`src/rtl/nios_sysid_pkg.sv`:
```
// Shared definitions for the Nios sysid checker: FSM encoding, sysid word
// addresses, default expected values and the ID/timestamp match rule.
package nios_sysid_pkg;

  localparam logic [31:0] SYSID_DEFAULT_ID = 32'h0000_0000;
  localparam logic [31:0] SYSID_DEFAULT_TS = 32'h513C_91C3;

  localparam logic SYSID_ADDR_ID = 1'b0;
  localparam logic SYSID_ADDR_TS = 1'b1;

  // Wide enough for the largest legal READ_LATENCY (4).
  localparam int LAT_CNT_W = 3;

  typedef logic [2:0] sysid_state_t;

  localparam sysid_state_t ST_IDLE    = 3'd0;
  localparam sysid_state_t ST_RD_ID   = 3'd1;
  localparam sysid_state_t ST_WAIT_ID = 3'd2;
  localparam sysid_state_t ST_RD_TS   = 3'd3;
  localparam sysid_state_t ST_WAIT_TS = 3'd4;
  localparam sysid_state_t ST_CMP     = 3'd5;
  localparam sysid_state_t ST_FIN     = 3'd6;

  function automatic logic sysid_match(input logic [31:0] id_word,
                                       input logic [31:0] ts_word,
                                       input logic [31:0] exp_id,
                                       input logic [31:0] exp_ts,
                                       input logic        ts_en);
    return (id_word == exp_id) && (!ts_en || (ts_word == exp_ts));
  endfunction

endpackage

```
`src/rtl/nios_sysid_lat_cnt.sv`:
```
// Read-latency down-counter: loaded on the strobe cycle, flags expiry on the
// cycle whose end is the readdata sample point.
module nios_sysid_lat_cnt
  import nios_sysid_pkg::*;
#(
  parameter int LOAD_VALUE = 1
) (
  input  logic i_clock,
  input  logic i_reset,
  input  logic i_load,
  output logic o_expired
);

  logic [LAT_CNT_W-1:0] r_count;

  // NOTE: sequential state uses non-blocking assignments so every register
  // samples pre-edge values, independent of block evaluation order.
  always_ff @(posedge i_clock) begin
    if (i_reset) begin
      r_count <= '0;
    end else if (i_load) begin
      r_count <= LAT_CNT_W'(LOAD_VALUE);
    end else if (r_count != '0) begin
      r_count <= r_count - 1'b1;
    end
  end

  assign o_expired = (r_count == LAT_CNT_W'(1));

endmodule

```
`config.mk`:
```
export PLATFORM = sky130hd
export DESIGN_NAME = nios_sysid_lat_cnt
export DESIGN_NICKNAME = d
export VERILOG_FILES = /design/src/rtl/nios_sysid_pkg.sv /design/src/rtl/nios_sysid_lat_cnt.sv
export SDC_FILE = /design/constraint.sdc
export NUM_CORES = 1
export LEC_CHECK = 0
export ABC_AREA = 1
export CORE_AREA = 2 2 39 41
export DETAILED_ROUTE_END_ITERATION = 7
export DIE_AREA = 0 0 41 43
export GPL_TIMING_DRIVEN = 0
export PLACE_DENSITY = 0.35
export SYNTH_ARGS = -nofsm -noshare
export SYNTH_HDL_FRONTEND = slang
export SYNTH_SLANG_ARGS = --single-unit
```
`constraint.sdc`:
```
create_clock -name i_clock -period 1.2 [get_ports i_clock]
set_input_delay 0.12 -clock i_clock [delete_from_list [all_inputs] [get_ports i_clock]]
set_output_delay 0.12 -clock i_clock [all_outputs]
set_load 0.01 [all_outputs]
```
==> results.yml, run 1 <==
sta:
  finClkSkew_ps: 6.89
  slew_headroom_pct: 85.9
  fmax_ghz: 0.924
  rsz0062_at_grt: "false"
  holdWs_ps: 467
  final_hold_viol_count: 0
  post-route-period-util_pct: 90.2
  drv_slew: 0
  setup-violations-final: 0
  worstMarginPinSlew_ps: 210
  setup_ws_ps: 117
  final.min_clock_period_ps: 1080
clock_tree:
  cts_sinks: 3
  clkSlewWorstSetupHoldPaths_ps: 40
  cts_max_level: 1
  cts_buffer_depth: 2
  cts_buffers: 3
  cts_root_buffer: "clkbuf_4"
  clkLatencyLatePin_ps: 230
  post-cts-setup-buffers: 0
  cts_tree: "yes"
setup_path:
  slowest_delay_ps: 320
  crit_chain: "inv_2 > ha_1 > inv_1 > nor2_1 > buf_2"
  r2r_start: "r_count[0]"
  path_buf_inv: 3
  worst-setup-path-type: "flip-flop to output port"
  cp.arrival_ps: 960
  endpoint_kind: "output port"
  cp_max_fo: 3
  cp_data_required_time_ps: 1080
  reg2reg_depth: 6
  regToRegSetupSlack_ps: 160
  r2r_end: "r_count[0]"
  crit_slowest_cell: "dfxtp_2"
  crit_family: "flip-flops"
  cp-start-kind: "flip-flop"
logic_synthesis:
  yosys-top-cells-area: "dfxtp_1 29%, ha_1 18%, inv_1 13%"
  synth_top_area_share_pct: 29.3
  synthXorXnorAreaFrac_pct: 4.27
  synth_top_cell_by_area: "dfxtp_1"
  muxShareOfSynthArea_pct: 0
  async_flop_share_pct: 0
  ys_seq_area_share_pct: 29.3
  yosys.area_share.simple_pct: 27.4
  synthCells: 27
  yosys_warnings: 0
  synthAdderAreaFrac_pct: 18.3
  synth_nets: 33
  synth.cell_area_um2: 205
  ys.flop_type: "dfxtp_1"
  synth_compound_area_share_pct: 4.27
  syn_avg_cell_area_um2: 7.60
  ys_top_cells_by_count: "7 x inv_1, 4 x nand2_1, 3 x dfxtp_1, 3 x ha_1"
  synth.most_common_cell: "inv_1"
  synth_edf_count: 0
  synth_top_family_by_area: "simple AND/OR/NAND/NOR gates"
  synth-seq-cells: 3
  ys_types: 12
drt:
  avgRoutedWirePerCell_um: 6.04
  viasPerCell: 3.06
  wirelength_um: 302
  drc: 0
  drt-initial-drc-count: 2
  dr.pass1.iters: 2
  vias: 153
  ant_nets: 0
grt:
  groute.usage.overall_pct: 4.31
  grt_max_degree: 4
  grt_overflow: 0
  grt_pass1_vias: 141
  grt_pass1_wl_um: 469
  antenna_found_initial: 0
cells_and_area:
  layout-drive-gt1-share_pct: 35.3
  diodes: 0
  largest_reg_flops: 3
  final_cells: 50
  area_delta_synth_final_pct: 35.4
  reg_top3: "r_count: 3 flops"
  design_area_um2: 278
  regMostFlops: "r_count"
  fillers: 151
  layout.nets: 41
  utilization_pct: 20.1
pwr:
  power.density_nw_per_um2: 1360
  p_leak_nw: 0.135
  peakVddDrop_mv: 0.403
placed_design:
  io_buffers: 3
  gp_congestion: 0.627
  pre_cts_ws_ps: -95.4
  dpl.hpwl_um: 244
  dpl.cell_count: 46
  post_dp_cell_area_um2: 255
min_path:
  hold_path_end: "r_count[0]"
  hold_depth: 4
  hold_class: "input pin to flip-flop"
  min-delay-start: "i_reset"
die:
  die_w_um: 41
  die_h_um: 43
  core_um2: 1380
  num_rows: 14
  initial_core_util_pct: 14.8
  ios: 4
  dieArea_um2: 1760
run:
  drv_cap: 0
status:
  status: "complete, no violations"
==> cell usage in the layout (no fill, tap or decap), types with 2 or more instances in the layout <==
| cell | netlist | final |
|---|---|---|
| clkdlybuf4s50_1 | 0 | 2 |
| ha_1 | 3 | 3 |
| inv_2 | 2 | 3 |
| inv_1 | 7 | 6 |
| nand3_1 | 2 | 2 |
| nand2_1 | 4 | 4 |
| clkbuf_4 | 0 | 3 |
| dfxtp_1 | 3 | 2 |
==> final cells by class <==
cell class | instances | area [um2] | share of cell area, %
Tap cell | 16 | 20.0 | 7.21
Clock buffer | 4 | 26.3 | 9.46
Sequential cell | 3 | 61.3 | 22.1
Inverter | 9 | 33.8 | 12.2
Multi-Input combinational cell | 15 | 111 | 40.1
Timing Repair Buffer | 3 | 25.0 | 9.01
==> worst reg2reg max path: stages (launching register included) <==
cell	delay, ps
dfxtp_1	350
inv_1	90
ha_1	240
nand3_1	90
nand3_1	80
nand2_1	60
inv_1	30
==> where the power goes <==
part	leakage (nW)	internal, mW	switching (mW)
combinational	0.0948	0.0378	0.0478
sequential	0.0251	0.109	0.00618
clock	0.0150	0.125	0.0521
total	0.135	0.271	0.106
==> worst max path at each step <==
stage                    start          to  depth (start not counted)
global route        r_count[1]   o_expired                          5
CTS                 r_count[1]   o_expired                          5
floorplan           r_count[0]  r_count[0]                          6
detailed placement  r_count[1]   o_expired                          5
global placement    r_count[1]   o_expired                          5
finish              r_count[1]   o_expired                          5
==> through the flow <==
step                power, mW  TNS [ps]
floorplan               0.182         0
global placement        0.207     -99.0
detailed placement      0.206     -95.4
CTS                     0.394         0
global route            0.404         0
finish                  0.377         0
==> metal layers <==
| layer | vias to the layer above | track usage (%) | share of wire, % |
|---|---|---|---|
| li1 | 90 | - | - |
| met1 | 59 | 5.45 | 55 |
| met2 | 4 | 4.38 | 39 |
| met3 | 0 | 1.57 | 6.6 |
| met4 | 0 | 6.00 | 0 |
| met5 | - | 0 | 0 |
==> cells by family after synthesis <==
| family | count (synthesis) |
|---|---|
| buffers and inverters | 9 |
| xor gates and xnor gates | 1 |
| adders and majority gates | 3 |
| DFF | 3 |
| and+or+nand+nor | 10 |
| AOI/OAI and AO/OA | 1 |
==> what timing repair did <==
action / in CTS / in global routing
gates cloned: 0 / 0
hold buffers: 0 / 0
endpoints found under the setup margin: 1 / 1
gates resized for setup: 5 / 1
(Power assumes the default switching activity.)
==> inputs of run 2 (changes only) <==
--- a/config.mk
+++ b/config.mk
@@ -7,6 +7,7 @@
 export LEC_CHECK = 0
 export ABC_AREA = 1
 export CORE_AREA = 2 2 39 41
+export CTS_BUF_LIST = sky130_fd_sc_hd__clkbuf_2 sky130_fd_sc_hd__clkbuf_4 sky130_fd_sc_hd__clkbuf_8
 export DETAILED_ROUTE_END_ITERATION = 7
 export DIE_AREA = 0 0 41 43
 export GPL_TIMING_DRIVEN = 0
==> run 2 against run 1 <==
Against the previous run: clock skew about the same; largest cell class unchanged; highest routed layer unchanged; routed wire length down 0.66%; critical endpoint unchanged; maximum frequency up 0.10%; largest power group unchanged; critical path type unchanged.
==> results.yml, run 2 (synthesis gave the netlist of run 1 again) <==
placed_design:
  io_buffers: 3
  pre_cts_ws_ps: -95.4
  dpl.cell_count: 46
  gp_congestion: 0.627
  dpl.hpwl_um: 244
grt:
  grt_pass1_vias: 144
  grt_pass1_wl_um: 496
  grt_max_degree: 4
  grt_overflow: 0
  antenna_found_initial: 0
  groute.usage.overall_pct: 4.71
setup_path:
  path_buf_inv: 3
  reg2reg_depth: 6
  cp_data_required_time_ps: 1080
  worst-setup-path-type: "flip-flop to output port"
  cp.arrival_ps: 960
  crit_slowest_cell: "dfxtp_2"
  endpoint_kind: "output port"
  cp.depth: 5
  cp_max_fo: 3
  slowest_delay_ps: 320
  crit_family: "flip-flops"
  crit_chain: "inv_2 > ha_1 > inv_1 > nor2_1 > buf_2"
  cp-start-kind: "flip-flop"
drt:
  drc: 0
  drt-initial-drc-count: 4
  ant_nets: 0
  avgRoutedWirePerCell_um: 6.00
  vias: 154
  viasPerCell: 3.08
  dr.pass1.iters: 2
  wirelength_um: 300
cells_and_area:
  final_common_cell: "inv_1"
  layout-drive-gt1-share_pct: 38.2
  mostFrequentLayoutCells: "6 x inv_1, 4 x nand2_1, 4 x clkbuf_4, 3 x inv_2, 3 x ha_1"
  final_cells: 50
  fillers: 152
  reg_top3: "r_count: 3 flops"
  layout.nets: 41
  regMostFlops: "r_count"
  area_delta_synth_final_pct: 37.2
  utilization_pct: 20.3
  diodes: 0
  largest_reg_flops: 3
sta:
  finClkSkew_ps: 7.33
  final_hold_viol_count: 0
  fmax_ghz: 0.925
  setup-violations-final: 0
  slew_headroom_pct: 85.9
  setup_tns_ps: 0
  drv_slew: 0
  post-route-period-util_pct: 90.1
  setup_ws_ps: 118
  worstMarginPinSlew_ps: 210
  rsz0062_at_grt: "false"
  final.min_clock_period_ps: 1080
run:
  drv_cap: 0
clock_tree:
  cts_max_level: 1
  ctsHoldBuffers: 0
  cts_tree: "yes"
  clkSlewWorstSetupHoldPaths_ps: 40
  cts_sinks: 3
  cts_buffers: 3
  cts_buffer_depth: 2
  cts_root_buffer: "clkbuf_4"
  clkLatencyLatePin_ps: 230
die:
  initial_core_util_pct: 14.8
  die_h_um: 43
  ios: 4
  die_w_um: 41
  num_rows: 14
  dieArea_um2: 1760
  core_um2: 1380
pwr:
  p_leak_nw: 0.138
  peakVddDrop_mv: 0.512
  power.density_nw_per_um2: 1420
  total_power_uw: 399
min_path:
  hold_class: "input pin to flip-flop"
  hold_depth: 4
status:
  status: "complete, no violations"
-- run 2: cell counts in the layout (fill, tap and decap cells not counted) --
Identical to the previous run, type by type.
-- run 2: path summary, 6_finish.rpt --
kind	from	to	slack, ps
max	r_count[1]	o_expired	120
min	i_reset	r_count[0]	470
max reg2reg	r_count[0]	r_count[0]	160
min reg2reg	r_count[1]	r_count[1]	470
-- run 2: layer usage --
metal	up-vias	wire length, um	global-route usage (%)
met5	-	0	0
met4	0	0	6.00
met3	0	18	3.14
met2	4	114	4.38
met1	59	166	5.77
li1	91	-	-
-- run 2: where the power goes --
group	internal [mW]	leakage, nW	switching, mW
registers	0.109	0.0251	0.00618
logic	0.0378	0.0948	0.0478
clock network	0.147	0.0184	0.0513
total	0.294	0.138	0.105
-- run 2: cell type report --
cell class / instances / area, um2 / share of cell area [%]
tap: 16 / 20.0 / 7.11
inverter: 9 / 33.8 / 12.0
multi-input combinational: 15 / 111 / 39.6
timing repair buffer: 3 / 25.0 / 8.89
sequential: 3 / 61.3 / 21.8
clock buffer: 4 / 30.0 / 10.7
-- run 2: timing repair --
| action | in CTS | in global routing |
|---|---|---|
| buffers inserted | 0 | 0 |
| resized for setup | 5 | 1 |
| cloned | 0 | 0 |
| setup endpoints to repair | 1 | 1 |
-- run 2: metrics by stage --
step                      area (um2)  hold WS, ps
after global placement           255          461
after floorplan                  205          273
after global routing             282          483
final                            282          468
after detailed placement         255          457
after CTS                        288          456
-- run 2: worst register-to-register path, delay by kind of cell, from the launching register on --
family,cells,cell delay (ps)
adder cells (fa/ha/maj),1,240
buffers and inverters,2,120
flip-flops,1,350
AND/OR/NAND/NOR,3,230
